==> src/rtl/etchnet_pkg.sv <==
// rtl/etchnet_pkg.sv - shared types and helpers for the serializer datapath
package etchnet_pkg;

    typedef enum logic {
        IDLE  = 1'b0,
        SHIFT = 1'b1
    } ser_state_t;

    // Bit counter width: ceil(log2(w)), never narrower than one bit.
    function automatic int cnt_width(input int w);
        return (w <= 2) ? 1 : $clog2(w);
    endfunction

endpackage

==> src/rtl/bit_serializer.sv <==
// rtl/bit_serializer.sv - parallel-to-serial converter, MSB first, one-word skid hold
module bit_serializer
    import etchnet_pkg::*;
#(
    parameter int   WIDTH    = 8,
    parameter logic IDLE_BIT = 1'b0
) (
    input  logic             clk,
    input  logic             rst_n,
    input  logic [WIDTH-1:0] in_data,
    input  logic             in_valid,
    output logic             in_ready,
    output logic             data_out,
    output logic             out_valid,
    output logic             out_first
);

    localparam int            CW   = cnt_width(WIDTH);
    localparam logic [CW-1:0] LAST = CW'(WIDTH - 1);

    ser_state_t       state;
    logic [WIDTH-1:0] hold;
    logic             hold_valid;
    logic [WIDTH-1:0] shreg;
    logic [CW-1:0]    cnt;
    logic             accept;
    logic             load;

    assign in_ready = ~hold_valid;
    assign accept   = in_valid & ~hold_valid;
    // hold drains into the shifter when idle or on the last bit of the current word
    assign load     = hold_valid & ((state == IDLE) | (cnt == LAST));

    always_ff @(posedge clk or negedge rst_n) begin
        if (!rst_n) begin
            state      <= IDLE;
            cnt        <= '0;
            shreg      <= '0;
            hold       <= '0;
            hold_valid <= 1'b0;
        end else begin
            if (accept) begin
                hold       <= in_data;
                hold_valid <= 1'b1;
            end else if (load) begin
                hold_valid <= 1'b0;
            end

            case (state)
                IDLE: begin
                    if (hold_valid) begin
                        shreg <= hold;
                        cnt   <= '0;
                        state <= SHIFT;
                    end
                end
                SHIFT: begin
                    if (cnt != LAST) begin
                        shreg <= {shreg[WIDTH-2:0], 1'b0};
                        cnt   <= cnt + CW'(1);
                    end else if (hold_valid) begin
                        shreg <= hold;
                        cnt   <= '0;
                    end else begin
                        state <= IDLE;
                    end
                end
                default: state <= IDLE;
            endcase
        end
    end

    assign out_valid = (state == SHIFT);
    assign out_first = (state == SHIFT) && (cnt == '0);
    assign data_out  = (state == SHIFT) ? shreg[WIDTH-1] : IDLE_BIT;

endmodule

==> config.mk <==
export PLATFORM = sky130hd
export DESIGN_NAME = bit_serializer
export DESIGN_NICKNAME = d
export VERILOG_FILES = /design/src/rtl/etchnet_pkg.sv /design/src/rtl/bit_serializer.sv
export SDC_FILE = /design/constraint.sdc
export NUM_CORES = 1
export LEC_CHECK = 0
export BUFFER_PORTS_ARGS = -buffer_cell sky130_fd_sc_hd__buf_2
export CAP_MARGIN = 5
export CORE_UTILIZATION = 35
export CTS_CLUSTER_DIAMETER = 50
export CTS_CLUSTER_SIZE = 8
export DETAILED_ROUTE_END_ITERATION = 10
export PLACE_DENSITY = 0.67
export SLEW_MARGIN = 15
export SYNTH_ARGS = -nofsm -noshare
export SYNTH_HDL_FRONTEND = slang
export SYNTH_SLANG_ARGS = --single-unit
==> constraint.sdc <==
create_clock -name clk -period 1.5 [get_ports clk]
set_clock_uncertainty 0.1 [all_clocks]
set_input_delay 0.15 -clock clk [delete_from_list [all_inputs] [get_ports clk]]
set_output_delay 0.15 -clock clk [all_outputs]
set_load 0.005 [all_outputs]
==> summary.txt <==
Outcome
  • Outcome: completed

Drt
  • Via total after detailed routing: 632
  • DRC violation total after the first TritonRoute iteration: 15
  • Drc violations: 0
  • Via-to-Cell Ratio: 4.72
  • Routed Antenna Nets: 0
  • Count of TritonRoute iterations in the first routing pass: 2
  • Routed WL per cell: 12.4 um
  • Wirelength, routed: 1670 um

Flow run
  • Number of max-cap violations: 0

Placed design
  • Total half-perimeter wirelength after legalization and detailed placement: 1120 um
  • Placed standard-cell area: roughly 0.0012 sq mm
  • Routability congestion estimate from global placement: about 0.7
  • Number of port buffers: 14

Pwr
  • Net switching component of the power: 0.000775 W
  • Leakage dissipation: about 0.64 nW
  • Internal power: 0.00179 W
  • Highest ir drop seen on vdd: 898 uV
  • Sequential group share of total power: 0.381
  • Clock network fraction of total power: 0.108
  • Total power density per cell area: a little under 2000 mW/mm^2
  • Logic gate share of total power: 0.511
  • Sw Ratio: 0.302

STA
  • Hold violation total from the final report: 0
  • Minimum hold slack: 0.210 ns
  • Setup repair after global routing missed its margin: yes
  • Final period demand of the worst path: 1.50 ns
  • Final worst path period share: 0.999
  • Count of endpoints failing setup in the final report: 0
  • Slew at the pin closest to its max-slew limit: 0.457 ns
  • Max Clk Rate: 0.668 GHz
  • Max-slew violations: 0
  • Headroom to the max-slew limit: 0.696

Global route
  • Pin count of the biggest net entering global routing: 22
  • Initial antenna violation count: 0
  • GR Overflow Total: 0
  • Via count of the first global-routing pass: 700
  • Overall global routing resource usage: 0.127
  • Global-route wire length before repair: between 2000 and 3000 um

Finish
  • ANT cells: 0
  • Post-route cell area: 0.00133 sq mm
  • Count of nets after finishing: 119
  • Commonest non-fill, non-tap cell in the layout: sky130_fd_sc_hd__dfrtp_1
  • P&R area growth vs syn: 32.2%
  • Most frequent cells in the layout: sky130_fd_sc_hd__dfrtp_1 (21), sky130_fd_sc_hd__mux2_2 (15), sky130_fd_sc_hd__buf_2 (13), sky130_fd_sc_hd__mux2_4 (10), sky130_fd_sc_hd__dlygate4sd3_1 (9)
  • Fill cell instance count of the final layout: 253
  • Share of final-layout standard cells stronger than drive strength 1: 0.573

Logic synthesis
  • Mean Syn Cell Area: 14.6 sq um
  • Net Count, Synth: 84
  • Share of the synthesized area in compound gates (AO/OA/AOI/OAI): 0.00746
  • Number of warnings issued by yosys: 0
  • Proportion of synthesized area in mux cells: 0.327
  • Yosys reg bits: 21
  • Simple logic cell fraction of the synthesized area: 0.0609
  • Share of synthesized area occupied by flip-flops and latches: 0.522
  • Total standard cell area after synthesis: 0.00101 sq mm
  • Fraction of the mapped netlist area in adder cells: 0.0498
  • XOR/XNOR Fraction of Synth Area: 0
  • Distinct cell type count of the synthesized netlist: 14
  • Dominant combinational cell family by area after synthesis: multiplexers
  • Gate Count Post-Synth: 69

Clocking
  • Root buffer cell: sky130_fd_sc_hd__clkbuf_4
  • Cts bufs inserted: 3
  • Number of H-tree branching levels: 1
  • Clk sinks: 21
  • Clk_lat worst skew: 0.31 ns
  • CTS tree: built
  • Max Buffers Root-to-Sink: 2
  • Clock slew seen by the registers of the worst setup and hold paths: 0.12 ns

Die
  • Die X: around 56 um
  • Die Ht: 55.6 um
  • Total core area: roughly 0.0027 sq mm
  • Top-level port count: 15
  • Rows: 19
  • Area enclosed by the die boundary: between 0.003 and 0.004 sq mm
  • Starting Density: 0.368

Setup path
  • Critical Path Sink Type: flop
  • Cell with the most instances on the worst path: sky130_fd_sc_hd__ha_2
  • Maximum fanout along the worst path: 9
  • Number of cells on the worst reg-to-reg path: 4
  • Largest incremental delay on the critical path: ~0.42 ns
  • Start-to-end type of the worst setup path: reg2reg
  • Slowest cell on the critical path: sky130_fd_sc_hd__dfrtp_1
  • Worst Setup Start Kind: flop
  • Startpoint of the worst-slack reg-to-reg timing path: cnt[1]
  • Critical path data arrival time: 1.61 ns
  • Launch point of the critical path: cnt[1]
  • Ordered cell list for the critical path: ha_2 -> ha_2 -> nand2b_4 -> mux2_4
  • Crit path required time: 1.61 ns
  • R2r endpoint: shreg[3]
  • Setup slack of the most critical reg-to-reg path: 0.002 ns

Worst hold path
  • Tightest Hold Check Type: in2async
## cell type report
type                    count  area, sq um  share of cell area
inverters                   3         16.3              0.0122
repair buffers             33          249               0.187
flip-flops and latches     21          526               0.395
clock inverters             1         5.00             0.00376
clock buffers               3         22.5              0.0169
multi-input cells          42          473               0.356
well taps                  31         38.8              0.0292
## metrics by stage
stage | worst slack [ns] | TNS, ns | cells | power (W) | util
final | 0.00200 | 0 | 134 | 0.00257 | 0.486
after global routing | -0.0576 | -0.439 | 134 | 0.00277 | 0.486
after CTS | -0.00340 | -0.00340 | 135 | 0.00260 | 0.487
after detailed placement | 0.00321 | 0 | 117 | 0.00214 | 0.421
after global placement | 0.0367 | 0 | 117 | 0.00209 | 0.421
after floorplan | 0.00641 | 0 | 69 | 0.00189 | -
## worst max-delay path: cells and delay by family (launching register included)
family / cells / cell delay [ns]
flip-flops: 1 / 0.42
AND/OR/NAND/NOR: 1 / 0.20
multiplexers: 1 / 0.32
adder cells (fa/ha/maj): 2 / 0.36
## how the worst max path moves through the flow
stage / endpoint / slack, ns / depth (start not counted)
floorplan: shreg[2] / 0.006 / 5
global placement: shreg[5] / 0.04 / 4
detailed placement: shreg[3] / 0.003 / 4
CTS: out_first / -0.003 / 6
global route: shreg[1] / -0.06 / 4
finish: shreg[3] / 0.002 / 4
## what timing repair did
action	4_1_cts	5_1_grt
hold buffers	9	0
pin swaps	2	1
endpoints found under the hold margin	29	0
setup endpoints to repair	5	11
gates resized for setup	8	2
setup buffers	5	0
## per-layer routing
| metal | vias up | global-route usage | routed length [um] |
|---|---|---|---|
| met3 | 4 | 0.0233 | 35 |
| met4 | 0 | 0.0893 | 36 |
| met1 | 316 | 0.136 | 715 |
| met2 | 10 | 0.222 | 879 |
| li1 | 302 | - | - |
| met5 | - | 0 | 0 |
## cell usage after synthesis
master / number / area [sq um]
sky130_fd_sc_hd__mux2_2: 15 / 169
sky130_fd_sc_hd__dfrtp_1: 21 / 526
sky130_fd_sc_hd__nand2b_1: 3 / 18.8
sky130_fd_sc_hd__ha_1: 4 / 50.1
sky130_fd_sc_hd__nor2_1: 1 / 3.75
sky130_fd_sc_hd__nand2_1: 2 / 7.51
sky130_fd_sc_hd__mux2i_1: 1 / 10.0
sky130_fd_sc_hd__and2_1: 2 / 12.5
sky130_fd_sc_hd__buf_2: 2 / 10.0
sky130_fd_sc_hd__mux2_4: 10 / 150
sky130_fd_sc_hd__nor2b_1: 3 / 18.8
sky130_fd_sc_hd__buf_6: 1 / 11.3
sky130_fd_sc_hd__inv_1: 3 / 11.3
sky130_fd_sc_hd__o21bai_1: 1 / 7.51
## kinds of logic after synthesis
group                      Yosys count
muxes                               26
DFF                                 21
and+or+nand+nor                     11
buffers and inverters                6
adders and majority gates            4
AOI/OAI and AO/OA                    1
## power groups by stage
stage               logic [W]  registers (W)  clock network, W
floorplan            0.000935       0.000957                 0
global placement      0.00110       0.000989                 0
detailed placement    0.00114        0.00100                 0
CTS                   0.00133       0.000985          0.000286
global route          0.00145        0.00102          0.000309
finish                0.00131       0.000979          0.000277
## sequential cells by signal (all words and copies together), names as in the netlist
| name | flops |
|---|---|
| cnt | 3 |
| shreg | 8 |
| hold_valid | 1 |
| out_valid | 1 |
| hold | 8 |
(Power assumes the default switching activity.)
